### src/rtl/spi_host_link.sv
// ============================================================================
// Module  : spi_host_link
// Purpose : SPI mode-0 master that uploads a job to the subdivision ASIC,
//           polls its busy marker and downloads the result words.
// Rev     : 1.0
// ============================================================================
`default_nettype none

module spi_host_link #(
    parameter int CLK_DIV    = 4,
    parameter int GAP_CYCLES = 8,
    parameter int ADDR_WIDTH = 11,
    parameter int POLL_LIMIT = 4096
) (
    input  logic                  clk,
    input  logic                  reset,
    input  logic                  i_start,
    input  logic [31:0]           i_in_words,
    output logic [ADDR_WIDTH-1:0] o_src_addr,
    input  logic [31:0]           i_src_data,
    output logic                  o_dst_we,
    output logic [ADDR_WIDTH-1:0] o_dst_addr,
    output logic [31:0]           o_dst_data,
    output logic [31:0]           o_result_count,
    output logic                  o_busy,
    output logic                  o_done,
    output logic                  o_error,
    output logic                  o_sck,
    output logic                  o_ss_n,
    output logic                  o_mosi,
    input  logic                  i_miso
);

    localparam int c_CMAX = (CLK_DIV > GAP_CYCLES) ? CLK_DIV : GAP_CYCLES;
    localparam int c_CW   = $clog2(c_CMAX) + 1;
    localparam int c_PW   = $clog2(POLL_LIMIT + 1);

    typedef enum logic [2:0] {
        S_IDLE  = 3'd0,
        S_FETCH = 3'd1,
        S_SETUP = 3'd2,
        S_SHIFT = 3'd3,
        S_HOLD  = 3'd4,
        S_GAP   = 3'd5
    } state_t;

    typedef enum logic [1:0] {
        P_UPLOAD   = 2'd0,
        P_POLL     = 2'd1,
        P_DOWNLOAD = 2'd2
    } phase_t;

    state_t                r_state;
    phase_t                r_phase;
    logic [c_CW-1:0]       r_cnt;
    logic [4:0]            r_bit;
    logic [31:0]           r_tx;
    logic [31:0]           r_rx;
    logic [31:0]           r_n;
    logic [31:0]           r_word;
    logic [c_PW-1:0]       r_poll;
    logic [ADDR_WIDTH-1:0] r_dl;
    logic                  r_fetch_wait;
    logic                  r_miso_meta;
    logic                  r_miso_sync;
    logic [31:0]           w_tx;

    // Word 0 of the upload carries the full count; the rest come from memory.
    always_comb begin
        w_tx = 32'h0;
        if (r_phase == P_UPLOAD) begin
            w_tx = (r_word == 32'd0) ? r_n : i_src_data;
        end
    end

    always_ff @(posedge clk) begin
        if (reset) begin
            r_miso_meta <= 1'b0;
            r_miso_sync <= 1'b0;
        end else begin
            r_miso_meta <= i_miso;
            r_miso_sync <= r_miso_meta;
        end
    end

    always_ff @(posedge clk) begin
        if (reset) begin
            r_state        <= S_IDLE;
            r_phase        <= P_UPLOAD;
            r_cnt          <= '0;
            r_bit          <= '0;
            r_tx           <= '0;
            r_rx           <= '0;
            r_n            <= '0;
            r_word         <= '0;
            r_poll         <= '0;
            r_dl           <= '0;
            r_fetch_wait   <= 1'b0;
            o_src_addr     <= '0;
            o_dst_we       <= 1'b0;
            o_dst_addr     <= '0;
            o_dst_data     <= '0;
            o_result_count <= '0;
            o_busy         <= 1'b0;
            o_done         <= 1'b0;
            o_error        <= 1'b0;
            o_sck          <= 1'b0;
            o_ss_n         <= 1'b1;
            o_mosi         <= 1'b0;
        end else begin
            o_done   <= 1'b0;
            o_dst_we <= 1'b0;
            case (r_state)
                S_IDLE: begin
                    if (i_start) begin
                        o_busy       <= 1'b1;
                        o_error      <= 1'b0;
                        r_n          <= i_in_words;
                        r_phase      <= P_UPLOAD;
                        r_word       <= '0;
                        r_poll       <= '0;
                        r_fetch_wait <= 1'b0;
                        r_state      <= S_FETCH;
                    end
                end
                S_FETCH: begin
                    // Source words need one cycle for the synchronous read to land.
                    if (r_phase == P_UPLOAD && r_word != 32'd0 && !r_fetch_wait) begin
                        r_fetch_wait <= 1'b1;
                    end else begin
                        r_fetch_wait <= 1'b0;
                        r_tx         <= w_tx;
                        o_mosi       <= w_tx[31];
                        o_ss_n       <= 1'b0;
                        r_cnt        <= '0;
                        r_state      <= S_SETUP;
                    end
                end
                S_SETUP: begin
                    if (r_cnt == c_CW'(CLK_DIV - 1)) begin
                        r_cnt   <= '0;
                        r_bit   <= '0;
                        o_sck   <= 1'b1;
                        r_state <= S_SHIFT;
                    end else begin
                        r_cnt <= r_cnt + 1'b1;
                    end
                end
                S_SHIFT: begin
                    if (o_sck) begin
                        if (r_cnt == c_CW'(CLK_DIV - 2)) begin
                            r_rx <= {r_rx[30:0], r_miso_sync};
                        end
                        if (r_cnt == c_CW'(CLK_DIV - 1)) begin
                            r_cnt <= '0;
                            o_sck <= 1'b0;
                            if (r_bit != 5'd31) begin
                                o_mosi <= r_tx[5'd30 - r_bit];
                            end
                        end else begin
                            r_cnt <= r_cnt + 1'b1;
                        end
                    end else begin
                        if (r_cnt == c_CW'(CLK_DIV - 1)) begin
                            r_cnt <= '0;
                            if (r_bit == 5'd31) begin
                                r_state <= S_HOLD;
                            end else begin
                                r_bit <= r_bit + 5'd1;
                                o_sck <= 1'b1;
                            end
                        end else begin
                            r_cnt <= r_cnt + 1'b1;
                        end
                    end
                end
                S_HOLD: begin
                    if (r_cnt == c_CW'(CLK_DIV - 1)) begin
                        r_cnt   <= '0;
                        o_ss_n  <= 1'b1;
                        o_mosi  <= 1'b0;
                        r_state <= S_GAP;
                        if (r_phase == P_DOWNLOAD) begin
                            o_dst_we   <= 1'b1;
                            o_dst_addr <= r_dl;
                            o_dst_data <= r_rx;
                        end
                    end else begin
                        r_cnt <= r_cnt + 1'b1;
                    end
                end
                S_GAP: begin
                    if (r_cnt == c_CW'(GAP_CYCLES - 1)) begin
                        r_cnt   <= '0;
                        r_state <= S_FETCH;
                        case (r_phase)
                            P_UPLOAD: begin
                                if (r_word == r_n) begin
                                    r_phase <= P_POLL;
                                end else begin
                                    o_src_addr <= r_word[ADDR_WIDTH-1:0];
                                    r_word     <= r_word + 32'd1;
                                end
                            end
                            P_POLL: begin
                                if (r_rx == 32'hFFFF_FFFF) begin
                                    if (r_poll == c_PW'(POLL_LIMIT - 1)) begin
                                        o_error <= 1'b1;
                                        o_done  <= 1'b1;
                                        o_busy  <= 1'b0;
                                        r_state <= S_IDLE;
                                    end else begin
                                        r_poll <= r_poll + 1'b1;
                                    end
                                end else begin
                                    o_result_count <= r_rx;
                                    r_dl           <= '0;
                                    r_phase        <= P_DOWNLOAD;
                                end
                            end
                            default: begin
                                // The count's low bits index the last (trailing) word.
                                if (r_dl == o_result_count[ADDR_WIDTH-1:0]) begin
                                    o_done  <= 1'b1;
                                    o_busy  <= 1'b0;
                                    r_state <= S_IDLE;
                                end else begin
                                    r_dl <= r_dl + 1'b1;
                                end
                            end
                        endcase
                    end else begin
                        r_cnt <= r_cnt + 1'b1;
                    end
                end
                default: r_state <= S_IDLE;
            endcase
        end
    end

endmodule

`default_nettype wire

### config.mk
export PLATFORM = sky130hd
export DESIGN_NAME = spi_host_link
export DESIGN_NICKNAME = d
export VERILOG_FILES = /design/src/rtl/spi_host_link.sv
export SDC_FILE = /design/constraint.sdc
export NUM_CORES = 1
export LEC_CHECK = 0
export CAP_MARGIN = 20
export CORE_MARGIN = 2
export CORE_UTILIZATION = 26
export DETAILED_ROUTE_END_ITERATION = 8
export GPL_TIMING_DRIVEN = 0
export SYNTH_ARGS = -nofsm -noshare
export SYNTH_HDL_FRONTEND = slang
export SYNTH_SLANG_ARGS = --single-unit
### constraint.sdc
create_clock -name clk -period 2.6 [get_ports clk]
set_input_delay 0.52 -clock clk [delete_from_list [all_inputs] [get_ports clk]]
set_output_delay 0.52 -clock clk [all_outputs]
set_load 0.1 [all_outputs]
==> results of run 1 <==
[worst register-to-register path, delay by kind of cell (launching register included)]
kind                   cells  cell delay [ns]
flip-flops                 1             0.29
multiplexers               1             0.20
XOR/XNOR                   1             0.18
AO/OA/AOI/OAI              1             0.38
AND/OR/NAND/NOR            3             0.72
buffers and inverters      3             0.57
[cells by family (layout without fill, tap and decap cells)]
family / after synthesis / in the layout / share of synthesized area [%]
flip-flops: 262 / 262 / 45.2
buffers and inverters: 113 / 328 / 4.27
multiplexers: 58 / 58 / 5.86
AND/OR/NAND/NOR: 627 / 627 / 24.4
AO/OA/AOI/OAI: 266 / 266 / 13.1
XOR/XNOR: 84 / 84 / 6.34
adder cells (fa/ha/maj): 8 / 8 / 0.862
[layout make-up]
cell class / instances / area, sq um / share of cell area, %
clock inverters: 20 / 235 / 1.57
flip-flops and latches: 262 / 5250 / 35.0
clock buffers: 34 / 764 / 5.10
well taps: 592 / 741 / 4.94
plain buffers: 100 / 455 / 3.04
multi-input cells: 1043 / 5890 / 39.3
repair buffers: 162 / 1610 / 10.7
inverters: 12 / 45.0 / 0.300
[cell usage after synthesis, types with 13 or more instances]
library cell	count
sky130_fd_sc_hd__or3_1	13
sky130_fd_sc_hd__nand2_1	315
sky130_fd_sc_hd__nor2_1	124
sky130_fd_sc_hd__nand3_1	31
sky130_fd_sc_hd__nor3_1	44
sky130_fd_sc_hd__dfxtp_1	262
sky130_fd_sc_hd__xor2_1	43
sky130_fd_sc_hd__nor4_1	18
sky130_fd_sc_hd__buf_2	26
sky130_fd_sc_hd__mux2i_1	50
sky130_fd_sc_hd__nand4_1	29
sky130_fd_sc_hd__o21ai_0	15
sky130_fd_sc_hd__a21oi_1	206
sky130_fd_sc_hd__xnor2_1	41
sky130_fd_sc_hd__clkbuf_1	64
sky130_fd_sc_hd__and3_1	14
[metal layers]
metal	GRT usage [%]	vias up	share of wire, %
met5	0	-	0
met1	20.1	5106	44
li1	-	5234	-
met3	2.53	67	4.3
met4	5.61	0	3.4
met2	27.1	250	48
[power groups by stage]
| stage | sequential (mW) | clock [mW] | combinational (mW) |
|---|---|---|---|
| floorplan | 4.47 | 0 | 1.09 |
| global placement | 4.44 | 0 | 1.68 |
| detailed placement | 4.45 | 0 | 1.70 |
| CTS | 4.36 | 4.41 | 1.71 |
| global route | 4.38 | 4.58 | 1.89 |
| finish | 4.37 | 4.33 | 1.74 |
[through the flow]
| stage | hold WS (ns) | instances |
|---|---|---|
| CTS | 0.455 | 2223 |
| global route | 0.472 | 2225 |
| floorplan | 0.414 | 1418 |
| finish | 0.451 | 2225 |
| global placement | 0.441 | 2169 |
| detailed placement | 0.445 | 2169 |
[flip-flops by register name, summed over array words and instances, names as in the netlist, 13 cells and up]
register / count
r_word: 32
o_dst_data: 32
r_tx: 32
r_n: 32
r_poll: 13
r_rx: 32
o_result_count: 32
[repair_timing]
| action | CTS | global route |
|---|---|---|
| setup endpoints to repair | 113 | 110 |
| gates resized for setup | 50 | 37 |
| setup buffers | 0 | 3 |
| pin swaps | 0 | 2 |
[cells in the final DEF (no fill, tap or decap), types with 30 or more instances in the layout]
cell type,Yosys,layout
sky130_fd_sc_hd__nor2_1,124,123
sky130_fd_sc_hd__mux2i_1,50,50
sky130_fd_sc_hd__nor3_1,44,42
sky130_fd_sc_hd__dfxtp_1,262,260
sky130_fd_sc_hd__clkdlybuf4s50_1,0,91
sky130_fd_sc_hd__xor2_1,43,43
sky130_fd_sc_hd__a21oi_1,206,206
sky130_fd_sc_hd__nand2_1,315,315
sky130_fd_sc_hd__xnor2_1,41,41
sky130_fd_sc_hd__nand3_1,31,30
sky130_fd_sc_hd__dlygate4sd2_1,0,46
sky130_fd_sc_hd__clkbuf_1,64,61
[worst max path at each step]
stage / endpoint / slack, ns / cells past startpoint
floorplan: r_dl[9] / 0.22 / 8
global placement: r_word[25] / -0.23 / 7
detailed placement: r_n[11] / -0.23 / 7
CTS: o_dst_data[27] / 0.00002 / 1
global route: o_result_count[20] / 0.00001 / 1
finish: o_result_count[20] / 0.04 / 1
==> impl_metrics.json, run 1 <==
{
  "outcome": "finished clean",
  "timing_max_transition_violations_final": 0,
  "synth_async_sr_flop_share_pct": 0,
  "drt.antenna.violating_nets": 0,
  "combPwrFrac_pct": 16.6,
  "cp.arrival_ns": 2.04,
  "dp_worst_setup_slack_ns": -0.225,
  "crit_required_ns": 2.08,
  "clk_latency_ns": 0.55,
  "r2r-end": "o_src_addr[9]",
  "detail_route.first_pass.iterations": 5,
  "route.detailed.drc": 0,
  "synth.net_count": 1494,
  "clk_root_buffer_cell": "sky130_fd_sc_hd__clkbuf_16",
  "ctsLongestPathBuffers": 3,
  "min_to": "r_miso_sync",
  "cts.htree.levels": 1,
  "postSynthAreaPerCell_sq_um": 8.18,
  "layout-drive-gt1-share_pct": 8.27,
  "swShare_pct": 28.9,
  "count_of_fill_cells_added_during_filler_insertion": 4695,
  "tightest_slew_ns": 1.06,
  "ys.flop_type": "sky130_fd_sc_hd__dfxtp_1",
  "r2r.worst_path.cells": 9,
  "critical_path.slowest_cell": "sky130_fd_sc_hd__clkdlybuf4s50_1",
  "first_global_vias": 10231,
  "track_usage_pct": 15.8,
  "internal-power_mw": 7.42,
  "worst_setup_path_startpoint": "o_result_count[20]",
  "power-per-cell-area_nw_per_um2": 696,
  "p_sw_mw": 3.02,
  "yosys_warnings": 0,
  "setup.worst_path.start_class": "register",
  "gr-total-overflow": 0,
  "synthesis_to_finish_area_growth_pct": 29.2,
  "power_mw": 10.4,
  "post-route-cell-area_sq_um": 15000,
  "synth-edff-count": 0,
  "cts-buffers-inserted": 29,
  "final_hold_viol_count": 0,
  "diode_insertion_count_for_antenna_repair": 0,
  "syn-cell-area_sq_um": 11600,
  "netlist.top_cell.by_area": "sky130_fd_sc_hd__dfxtp_1",
  "synth_cell_types": 67,
  "p_leak_nw": 6.08,
  "cts_hold_buf": 0,
  "detailed_place_hpwl_um": 28800,
  "rr_startpoint": "r_word[2]",
  "antenna_found_initial": 0,
  "period_needed_ns": 2.56,
  "clockPowerShare_pct": 41.5,
  "hold_path.class": "register to register",
  "floorplan.die.width_um": 215,
  "io_pins": 161,
  "buffer_ports.inserted": 159,
  "worstPathCellList": "clkdlybuf4s50_1",
  "global_route_wire_length_before_repair_um": 58400,
  "fin_tns_setup_ns": 0,
  "synthesis.instances": 1418,
  "die_height_um": 215,
  "setup.reg_to_reg.worst_slack_ns": 0.12,
  "cap_viol_max_count": 0,
  "worst-path-buf-inv": 1,
  "synth_seq_cells": 262,
  "routed_via_density": 4.79,
  "clkSlewWorstSetupHoldPaths_ns": 0.07,
  "max-slew-margin-rel_pct": 29.4,
  "finalCritPeriodShare_pct": 98.5,
  "timing.critical_path.max_delay_family": "buffers and inverters",
  "path_max_fanout": 2,
  "timing_worst_setup_path_type": "register to output pin",
  "detail_route.wl_per_cell_um": 17.0,
  "timing.critical_path.slowest_cell_delay_ns": 1.16,
  "cts.sinks": 262,
  "postLayoutSetupSlackWorst_ns": 0.0398,
  "instance_area_at_placement_sq_um": 13900,
  "unrepaired_setup_endpoints_after_global_routing": "false",
  "setup_viol": 0,
  "fin_util_pct": 34.0,
  "vdd_drop_max_v": 0.000522,
  "initial_utilization_pct": 26.3,
  "ys_top_cells_by_area": "sky130_fd_sc_hd__dfxtp_1, sky130_fd_sc_hd__nand2_1, sky130_fd_sc_hd__a21oi_1",
  "synth_top_area_share_pct": 45.2,
  "min_delay_path_depth": 1,
  "num_vias": 10657,
  "detail_route.wirelength_um": 37900,
  "drt_iter0_drc": 738,
  "timing.critical_path.to_type": "output pin",
  "core.rowCount": 77,
  "worst_hold_launch": "r_miso_meta",
  "sequentialPowerShare_pct": 41.9,
  "seq_area_frac_synth_pct": 45.2,
  "cts_tree": "done",
  "gp_congestion": 0.892,
  "max_clock_freq_ghz": 0.391,
  "worst_clock_skew_ns": 0.0142,
  "grt_start_max_net_pins": 15,
  "fin_nets": 1686,
  "core_area_sq_um": 44100,
  "die-area_sq_um": 46300
}
Note: power is estimated with default switching activity, not from simulation.
==> run 2: changes to the inputs <==
Settings changed: HOLD_SLACK_MARGIN set to 0.03.
Clock period 2.6 ns to 3.1 ns, I/O delays scaled along.
==> impl_metrics.json, run 2 (synthesized netlist as in run 1, its figures left out) <==
{
  "detailed_place_hpwl_um": 28800,
  "gp_congestion": 0.892,
  "core_area_sq_um": 44100,
  "worst-path-buf-inv": 1,
  "final_hold_viol_count": 0,
  "global_route_wire_length_before_repair_um": 58400,
  "clkSlewWorstSetupHoldPaths_ns": 0.07,
  "io_pins": 161,
  "fin_util_pct": 33.9,
  "cts.htree.levels": 1,
  "cts_tree": "done",
  "worst_clock_skew_ns": 0.0177,
  "critical_path.slowest_cell": "sky130_fd_sc_hd__clkdlybuf4s50_1",
  "routed_via_density": 4.76,
  "finalCritPeriodShare_pct": 92.6,
  "clk_latency_ns": 0.56,
  "path_max_fanout": 7,
  "period_needed_ns": 2.87,
  "floorplan.die.width_um": 215,
  "fin_tns_setup_ns": 0,
  "drt_iter0_drc": 767,
  "grt_start_max_net_pins": 15,
  "drt.antenna.violating_nets": 0,
  "cts_hold_buf": 0,
  "unrepaired_setup_endpoints_after_global_routing": "false",
  "timing_max_transition_violations_final": 0,
  "cts.sinks": 262,
  "clk_root_buffer_cell": "sky130_fd_sc_hd__clkbuf_16",
  "hold_path.class": "register to register",
  "met3_wirelength_um": 1840,
  "postLayoutSetupSlackWorst_ns": 0.229,
  "commonest_cells_after_routing_fill_and_taps_aside": "sky130_fd_sc_hd__nand2_1, sky130_fd_sc_hd__dfxtp_1, sky130_fd_sc_hd__a21oi_1, sky130_fd_sc_hd__clkdlybuf4s50_1, sky130_fd_sc_hd__nor2_1",
  "post-place-cells": 2169,
  "fin_nets": 1684,
  "rr_startpoint": "r_cnt[0]",
  "timing.critical_path.to_type": "output pin",
  "die-area_sq_um": 46300,
  "post-route-cell-area_sq_um": 14900,
  "wl_met2_um": 18000,
  "setup_viol": 0,
  "cap_viol_max_count": 0,
  "max_clock_freq_ghz": 0.348,
  "post_cts_buffers": 0,
  "worst_hold_launch": "r_miso_meta",
  "timing.critical_path.max_delay_family": "buffers and inverters",
  "cts-buffers-inserted": 29,
  "dp_worst_setup_slack_ns": 0.175,
  "die_height_um": 215,
  "tightest_slew_ns": 1.07,
  "first_global_vias": 10220,
  "power-per-cell-area_nw_per_um2": 584,
  "antenna_found_initial": 0,
  "cts-resized-gates": 0,
  "crit_required_ns": 2.48,
  "detail_route.wirelength_um": 37800,
  "timing_worst_setup_path_type": "register to output pin",
  "detail_route.wl_per_cell_um": 17.0,
  "synthesis_to_finish_area_growth_pct": 28.7,
  "diode_insertion_count_for_antenna_repair": 0,
  "ctsLongestPathBuffers": 3,
  "vdd_drop_max_v": 0.000435,
  "initial_utilization_pct": 26.3,
  "top_layer": "met4",
  "core.rowCount": 77,
  "outcome": "finished clean",
  "gr-total-overflow": 0,
  "cp.arrival_ns": 2.25,
  "instance_area_at_placement_sq_um": 13900,
  "worst_setup_path_startpoint": "o_sck",
  "routedLengthMet1_um": 16700,
  "layout-drive-gt1-share_pct": 7.30,
  "p_leak_nw": 5.41,
  "final_cell_count_without_fillers": 2223,
  "count_of_fill_cells_added_during_filler_insertion": 4694,
  "num_vias": 10583,
  "max-slew-margin-rel_pct": 28.5,
  "track_usage_pct": 15.8,
  "mostFrequentLayoutCell": "sky130_fd_sc_hd__nand2_1",
  "route.detailed.drc": 0,
  "buffer_ports.inserted": 159,
  "timing.critical_path.slowest_cell_delay_ns": 1.23,
  "setup.worst_path.start_class": "register",
  "detail_route.first_pass.iterations": 5,
  "worstPathCellList": "clkdlybuf4s50_1"
}
[run 2: cell types whose count changed in the layout (fill, tap and decap cells not counted), moves of 3 or more]
cell                              before  now
sky130_fd_sc_hd__clkbuf_1             61   67
sky130_fd_sc_hd__dlygate4sd2_1        46    0
sky130_fd_sc_hd__clkdlybuf4s50_1      91  159
sky130_fd_sc_hd__buf_4                 7    4
sky130_fd_sc_hd__clkbuf_2              8    1
sky130_fd_sc_hd__dlymetal6s2s_1       22    0
[run 2: area by class of cell]
type                       count  area (sq um)  area share [%]
buffer                       101           450            3.02
multi-input combinational   1043          5870            39.3
timing repair buffer         159          1590            10.7
clock buffer                  34           764            5.12
clock inverter                20           235            1.57
tap                          592           741            4.96
sequential                   262          5250            35.1
inverter                      12          45.0           0.302
[run 2: worst paths after layout]
kind | endpoint | cells past startpoint | slack, ns
max | o_sck | 1 | 0.23
min | r_miso_sync | 1 | 0.45
max reg2reg | o_dst_data[29] | 8 | 0.35
min reg2reg | r_miso_sync | 1 | 0.45
[run 2: metal layers]
layer / vias up / track usage [%]
met1: 5060 / 20.1
li1: 5227 / -
met4: 0 / 5.52
met3: 60 / 2.53
met5: - / 0
met2: 236 / 27.1
[run 2: through the flow]
| step | total power [mW] | hold slack (ns) |
|---|---|---|
| global placement | 5.13 | 0.441 |
| finish | 8.72 | 0.450 |
| global route | 9.08 | 0.472 |
| CTS | 8.78 | 0.455 |
| floorplan | 4.67 | 0.414 |
| detailed placement | 5.16 | 0.445 |
[run 2: report_power, final]
part	internal, mW	switching, mW	total (mW)
Combinational	0.512	0.921	1.43
Clock	2.18	1.44	3.62
Sequential	3.51	0.150	3.66
Total	6.21	2.51	8.72
